File: config.mk
export PLATFORM = sky130hd
export DESIGN_NAME = onehot_history_display
export DESIGN_NICKNAME = d
export VERILOG_FILES = /design/src/rtl/onehot_history_display.sv
export SDC_FILE = /design/constraint.sdc
export NUM_CORES = 1
export LEC_CHECK = 0
export CAP_MARGIN = 20
export CORE_MARGIN = 4
export CORE_UTILIZATION = 31
export DETAILED_ROUTE_END_ITERATION = 8
export SLEW_MARGIN = 0
export SYNTH_ARGS = -nofsm -noshare
export SYNTH_HDL_FRONTEND = slang
export SYNTH_SLANG_ARGS = --single-unit
File: constraint.sdc
create_clock -name clk -period 2.6 [get_ports clk]
set_input_delay 0.52 -clock clk [delete_from_list [all_inputs] [get_ports clk]]
set_output_delay 0.52 -clock clk [all_outputs]
set_load 0.02 [all_outputs]
File: src/rtl/onehot_history_display.sv
// One-hot code consumer: validates and decodes the code, keeps a 4-deep change history
// and scans it onto a 4-digit common-anode 7-segment display (digit0 = newest).
module onehot_history_display #(
  parameter int SCAN_DIV = 50000,
  parameter int CNT_W    = 8
) (
  input  logic             clk,
  input  logic             rst,
  input  logic [6:0]       code_in,
  output logic [3:0]       an,
  output logic [6:0]       seg_out,
  output logic             err,
  output logic [CNT_W-1:0] chg_cnt
);
  localparam int               PRE_W   = $clog2(SCAN_DIV);
  localparam logic [PRE_W-1:0] PRE_MAX = PRE_W'(SCAN_DIV - 1);
  localparam logic [CNT_W-1:0] CNT_MAX = '1;

  logic [6:0]       r_in_q;
  logic             r_in_vld;
  logic [2:0]       r_hist [4];
  logic [3:0]       r_vld;
  logic [CNT_W-1:0] r_cnt;
  logic             r_err;
  logic [PRE_W-1:0] r_pre;
  logic [1:0]       r_sel;
  logic [3:0]       r_an;
  logic [6:0]       r_seg;

  logic [2:0]       w_val;
  logic             w_multi;
  logic             w_seen;
  logic             w_push;
  logic [6:0]       w_seg_next;

  function automatic logic [6:0] glyph(input logic [2:0] v);
    case (v)
      3'd0:    glyph = 7'b1000000;
      3'd1:    glyph = 7'b1111001;
      3'd2:    glyph = 7'b0100100;
      3'd3:    glyph = 7'b0110000;
      3'd4:    glyph = 7'b0011001;
      3'd5:    glyph = 7'b0010010;
      3'd6:    glyph = 7'b0000010;
      default: glyph = 7'b1111000;
    endcase
  endfunction

  // Decode: last set bit wins for the value; a second set bit marks the code illegal.
  always_comb begin
    w_val   = 3'd0;
    w_multi = 1'b0;
    w_seen  = 1'b0;
    for (int k = 0; k < 7; k++) begin
      if (r_in_q[k]) begin
        if (w_seen) w_multi = 1'b1;
        w_seen = 1'b1;
        w_val  = 3'(k + 1);
      end
    end
  end

  // r_in_vld keeps the flushed post-reset in_q from pushing a spurious 0.
  assign w_push     = r_in_vld && !w_multi && (!r_vld[0] || (w_val != r_hist[0]));
  assign w_seg_next = r_vld[r_sel] ? glyph(r_hist[r_sel]) : 7'h7F;

  always_ff @(posedge clk) begin
    if (rst) begin
      r_in_q   <= 7'd0;
      r_in_vld <= 1'b0;
      for (int i = 0; i < 4; i++) r_hist[i] <= 3'd0;
      r_vld    <= 4'd0;
      r_cnt    <= '0;
      r_err    <= 1'b0;
      r_pre    <= '0;
      r_sel    <= 2'd0;
      r_an     <= 4'b1111;
      r_seg    <= 7'h7F;
    end else begin
      r_in_q   <= code_in;
      r_in_vld <= 1'b1;

      if (r_in_vld && w_multi) r_err <= 1'b1;

      if (w_push) begin
        r_hist[3] <= r_hist[2];
        r_hist[2] <= r_hist[1];
        r_hist[1] <= r_hist[0];
        r_hist[0] <= w_val;
        r_vld     <= {r_vld[2:0], 1'b1};
        if (r_cnt != CNT_MAX) r_cnt <= r_cnt + 1'b1;
      end

      if (r_pre == PRE_MAX) begin
        r_pre <= '0;
        r_sel <= r_sel + 2'd1;
      end else begin
        r_pre <= r_pre + 1'b1;
      end

      r_an  <= ~(4'b0001 << r_sel);
      r_seg <= w_seg_next;
    end
  end

  assign an      = r_an;
  assign seg_out = r_seg;
  assign err     = r_err;
  assign chg_cnt = r_cnt;
endmodule

==> metrics.md <==
| Metric | Value |
|---|---|
| Biggest area consumer among synthesized cells | dfxtp_1 |
| Combinational fraction of design power | 9.4% |
| Fin Setup TNS | 0 ns |
| Vias in the first global route | between 1500 and 2000 |
| Cell Rows | 33 |
| Flip-flop and latch area | approximately 1400 um^2 |
| Setup Skew | roughly 0.014 ns |
| Synth-to-layout area growth | 21.14% |
| Main area contributors after synthesis | dfxtp_1 38%, edfxtp_1 13%, nor2_1 5.1% |
| Clock latency on the worst-skew pair | 0.34 ns |
| Clk pwr share | 35.5% |
| Syn Std Cell Area | 2723 um^2 |
| Post-CTS sizing | 0 |
| Slew Viols, Final | 0 |
| Fill count | 831 |
| DR WL/cell | 11.20 um |
| Mapped Nets | 287 |
| Max Clk Rate | 451.1 MHz |
| Peak VDD IR | 208.2 uV |
| IO Pins | 29 |
| GP Congestion | between 0.7 and 0.8 |
| Final hold vios | 0 |
| Antenna diodes | 0 |
| Antenna violations before repair | 0 |
| Core area | 8382 um^2 |
| Setup slack after layout | 0.3831 ns |
| Synth Register Bits | between 60 and 70 |
| Die Ht | 101.7 um |
| Max_cap viols | 0 |
| Placed cells | around 400 |
| Pre-CTS setup slack | 0.3890 ns |
| Root Buffer | clkbuf_8 |
| Synth cell types | 43 |
| Synthesis warning total | 0 |
| Multi-input logic area | 1261 um^2 |
| Rel. slew slack | 64.66% |
| CP required | ~2.6 ns |
| Fin crit period | 2.217 ns |
| Final setup viols | 0 |
| GRT Resource Usage Total | 10.32% |
| Worst-path maximum fanout | 12 |
| Routed wire length | 4.703 mm |
| RSZ-0062 raised after global routing | false |
| Class of the worst hold path | register to register |
| Full die area | about 10000 um^2 |
| Routed Antenna Nets | 0 |
| Setup crit start kind | register |
| Post-route insts no fill | 420 |
| CP Data Arrival Time | approximately 2.2 ns |
| Final nets | 325 |
| Synth top area share | 38.24% |
| Synth Area per Inst | roughly 10 um^2 |
| CP Capture Type | register |
| Final cycle utilization of the critical path | 85.26% |
| Detailed Route Iter0 Violations | 91 |
| EDFF count, synth | 12 |
| Hold Buf Count CTS | 0 |
| Leakage | 1.191 nW |
| Switch Pwr | 0.0004866 W |
| Residual DRC | 0 |
| First-pass GRT wire length | about 8.4 mm |
| Clock buffer depth | 2 |
| Pre-Repair DR Iteration Count | 4 |
| Die width | between 100 and 150 um |
| CTS sink count | 64 |
| Setup Crit Path Kind | register to register |
| Largest net degree at the start of global routing | 23 |
| Post-synth ARST share | 0% |
| Grt ovf | 0 |
| H-tree levels | 3 |
| Sequential Power Share | 55.1% |
| Status | finished, final reports clean |
| Vias | 1897 |
| Clock-pin slew of the registers on the worst-case setup and hold paths | ~0.06 ns |
| Initial core utilization | roughly a third |
| Share of cells above drive strength 1 | 8.889% |
| Switching part of the total | approximately a quarter |
| Avg Vias per Cell | between 4 and 5 |
| Setup Fix Bufs, Post-CTS | 0 |
| Slew @ Worst Pin | about 0.52 ns |
| TritonCTS buffer count | 9 |
| CTS tree | built |
| Power density over the cells | ~600 nW/um^2 |
| PortBufs | 28 |
| Syn Inst Count | 272 |
| Internal power | 0.001477 W |
| Seq/Total Area, Yosys | between 50% and 60% |
| Dominant synthesized flop cell | dfxtp_1 |
| DPL Wire Length | 3.262 mm |
[state kept, by name, summed over array words and instances (netlist names), named ones only]
register and cells:
an 4, r_in_vld 1, seg_out 7, r_vld 4, r_sel 2, r_hist 12
chg_cnt 8, r_pre 16, r_in_q 7, err 1
[through the flow]
| step | utilization, % | power, W | hold slack (ns) | cell area [um^2] |
|---|---|---|---|---|
| after floorplan | - | 0.001224 | 0.4295 | 2723 |
| after global placement | 37.48 | 0.001286 | 0.4373 | 3142 |
| after detailed placement | 37.48 | 0.001291 | 0.4447 | 3142 |
| after CTS | 39.35 | 0.001998 | 0.4582 | 3298 |
| after global routing | 39.35 | 0.002070 | 0.4884 | 3298 |
| final | 39.35 | 0.001963 | 0.4522 | 3298 |
[cells in the mapped netlist (2+ instances only)]
master / n
and4_1: 2
nand2b_1: 3
ha_1: 6
nor2b_1: 11
nand3_1: 7
xor2_1: 9
o21a_1: 2
and2_1: 11
o31ai_1: 2
dfxtp_1: 52
a211oi_1: 2
o21ai_0: 9
xnor2_1: 10
nor3_1: 5
mux2i_1: 7
a21oi_1: 7
mux2_2: 2
edfxtp_1: 12
mux4_2: 3
clkbuf_1: 4
nand4_1: 4
nor4_1: 2
nand2_1: 31
inv_1: 8
or3_1: 2
nor2_1: 37
o41ai_1: 2
and3_1: 5
[logic make-up (layout without fill, tap and decap cells)]
group | Yosys count | after routing | share of synthesized area [%]
fa+ha+maj | 6 | 6 | 2.757
mux | 13 | 13 | 6.434
simple gates | 129 | 129 | 23.90
flops | 64 | 64 | 51.47
xor+xnor | 19 | 19 | 6.112
buf+inv | 14 | 57 | 2.206
compound gates | 27 | 27 | 7.123
[worst max-delay path, cell delays in order, from the launching register on]
cell,delay [ns]
dfxtp_1,0.44
inv_1,0.08
a221oi_2,0.32
o21ai_0,0.18
a2111oi_4,0.35
nand2b_1,0.17
nand2_1,0.31
[routing by layer]
| metal | GRT usage, % | wire [um] | vias to the layer above |
|---|---|---|---|
| li1 | - | - | 1009 |
| met1 | 13.79 | 2510 | 838 |
| met2 | 14.54 | 1838 | 42 |
| met3 | 2.686 | 240 | 8 |
| met4 | 6.953 | 114 | 0 |
| met5 | 0 | 0 | - |
[final timing paths]
check	startpoint	endpoint	slack, ns	cells after the start
worst max-delay path	r_in_q[4]	r_hist[3][0]	0.38	6
worst min-delay path	err	err	0.45	2
worst max register to register	r_in_q[4]	r_hist[3][0]	0.38	6
worst min register to register	err	err	0.45	2
[final cells by class]
class / count / share of cell area [%]
Multi-Input combinational cell: 194 / 38.24
Inverter: 8 / 0.9105
Sequential cell: 64 / 42.49
Clock buffer: 11 / 3.983
Timing Repair Buffer: 33 / 9.636
Clock inverter: 5 / 0.7587
Tap cell: 105 / 3.983
[power groups by stage]
stage	Clock [W]	Combinational (W)	Sequential (W)
2_1_floorplan	0	0.000115	0.00111
3_3_place_gp	0	0.000184	0.00110
3_5_place_dp	0	0.000187	0.00110
4_1_cts	0.000728	0.000188	0.00108
5_1_grt	0.000776	0.000207	0.00109
6_report	0.000697	0.000185	0.00108
[cells in the final DEF, fill, tap and decap left out, drive strengths merged, types with 4 or more instances in the layout]
master         count
dfxtp             52
clkdlybuf4s50     28
nand2             31
inv                8
nor2              37
mux2i              7
clkbuf            11
ha                 6
nand4              4
clkinv             4
and2              12
nand3              7
nor2b             11
buf                5
edfxtp            12
o21ai              9
xnor2             10
nor3               6
a21oi              7
xor2               9
and3               5
Power figures use the tool's default switching activity.
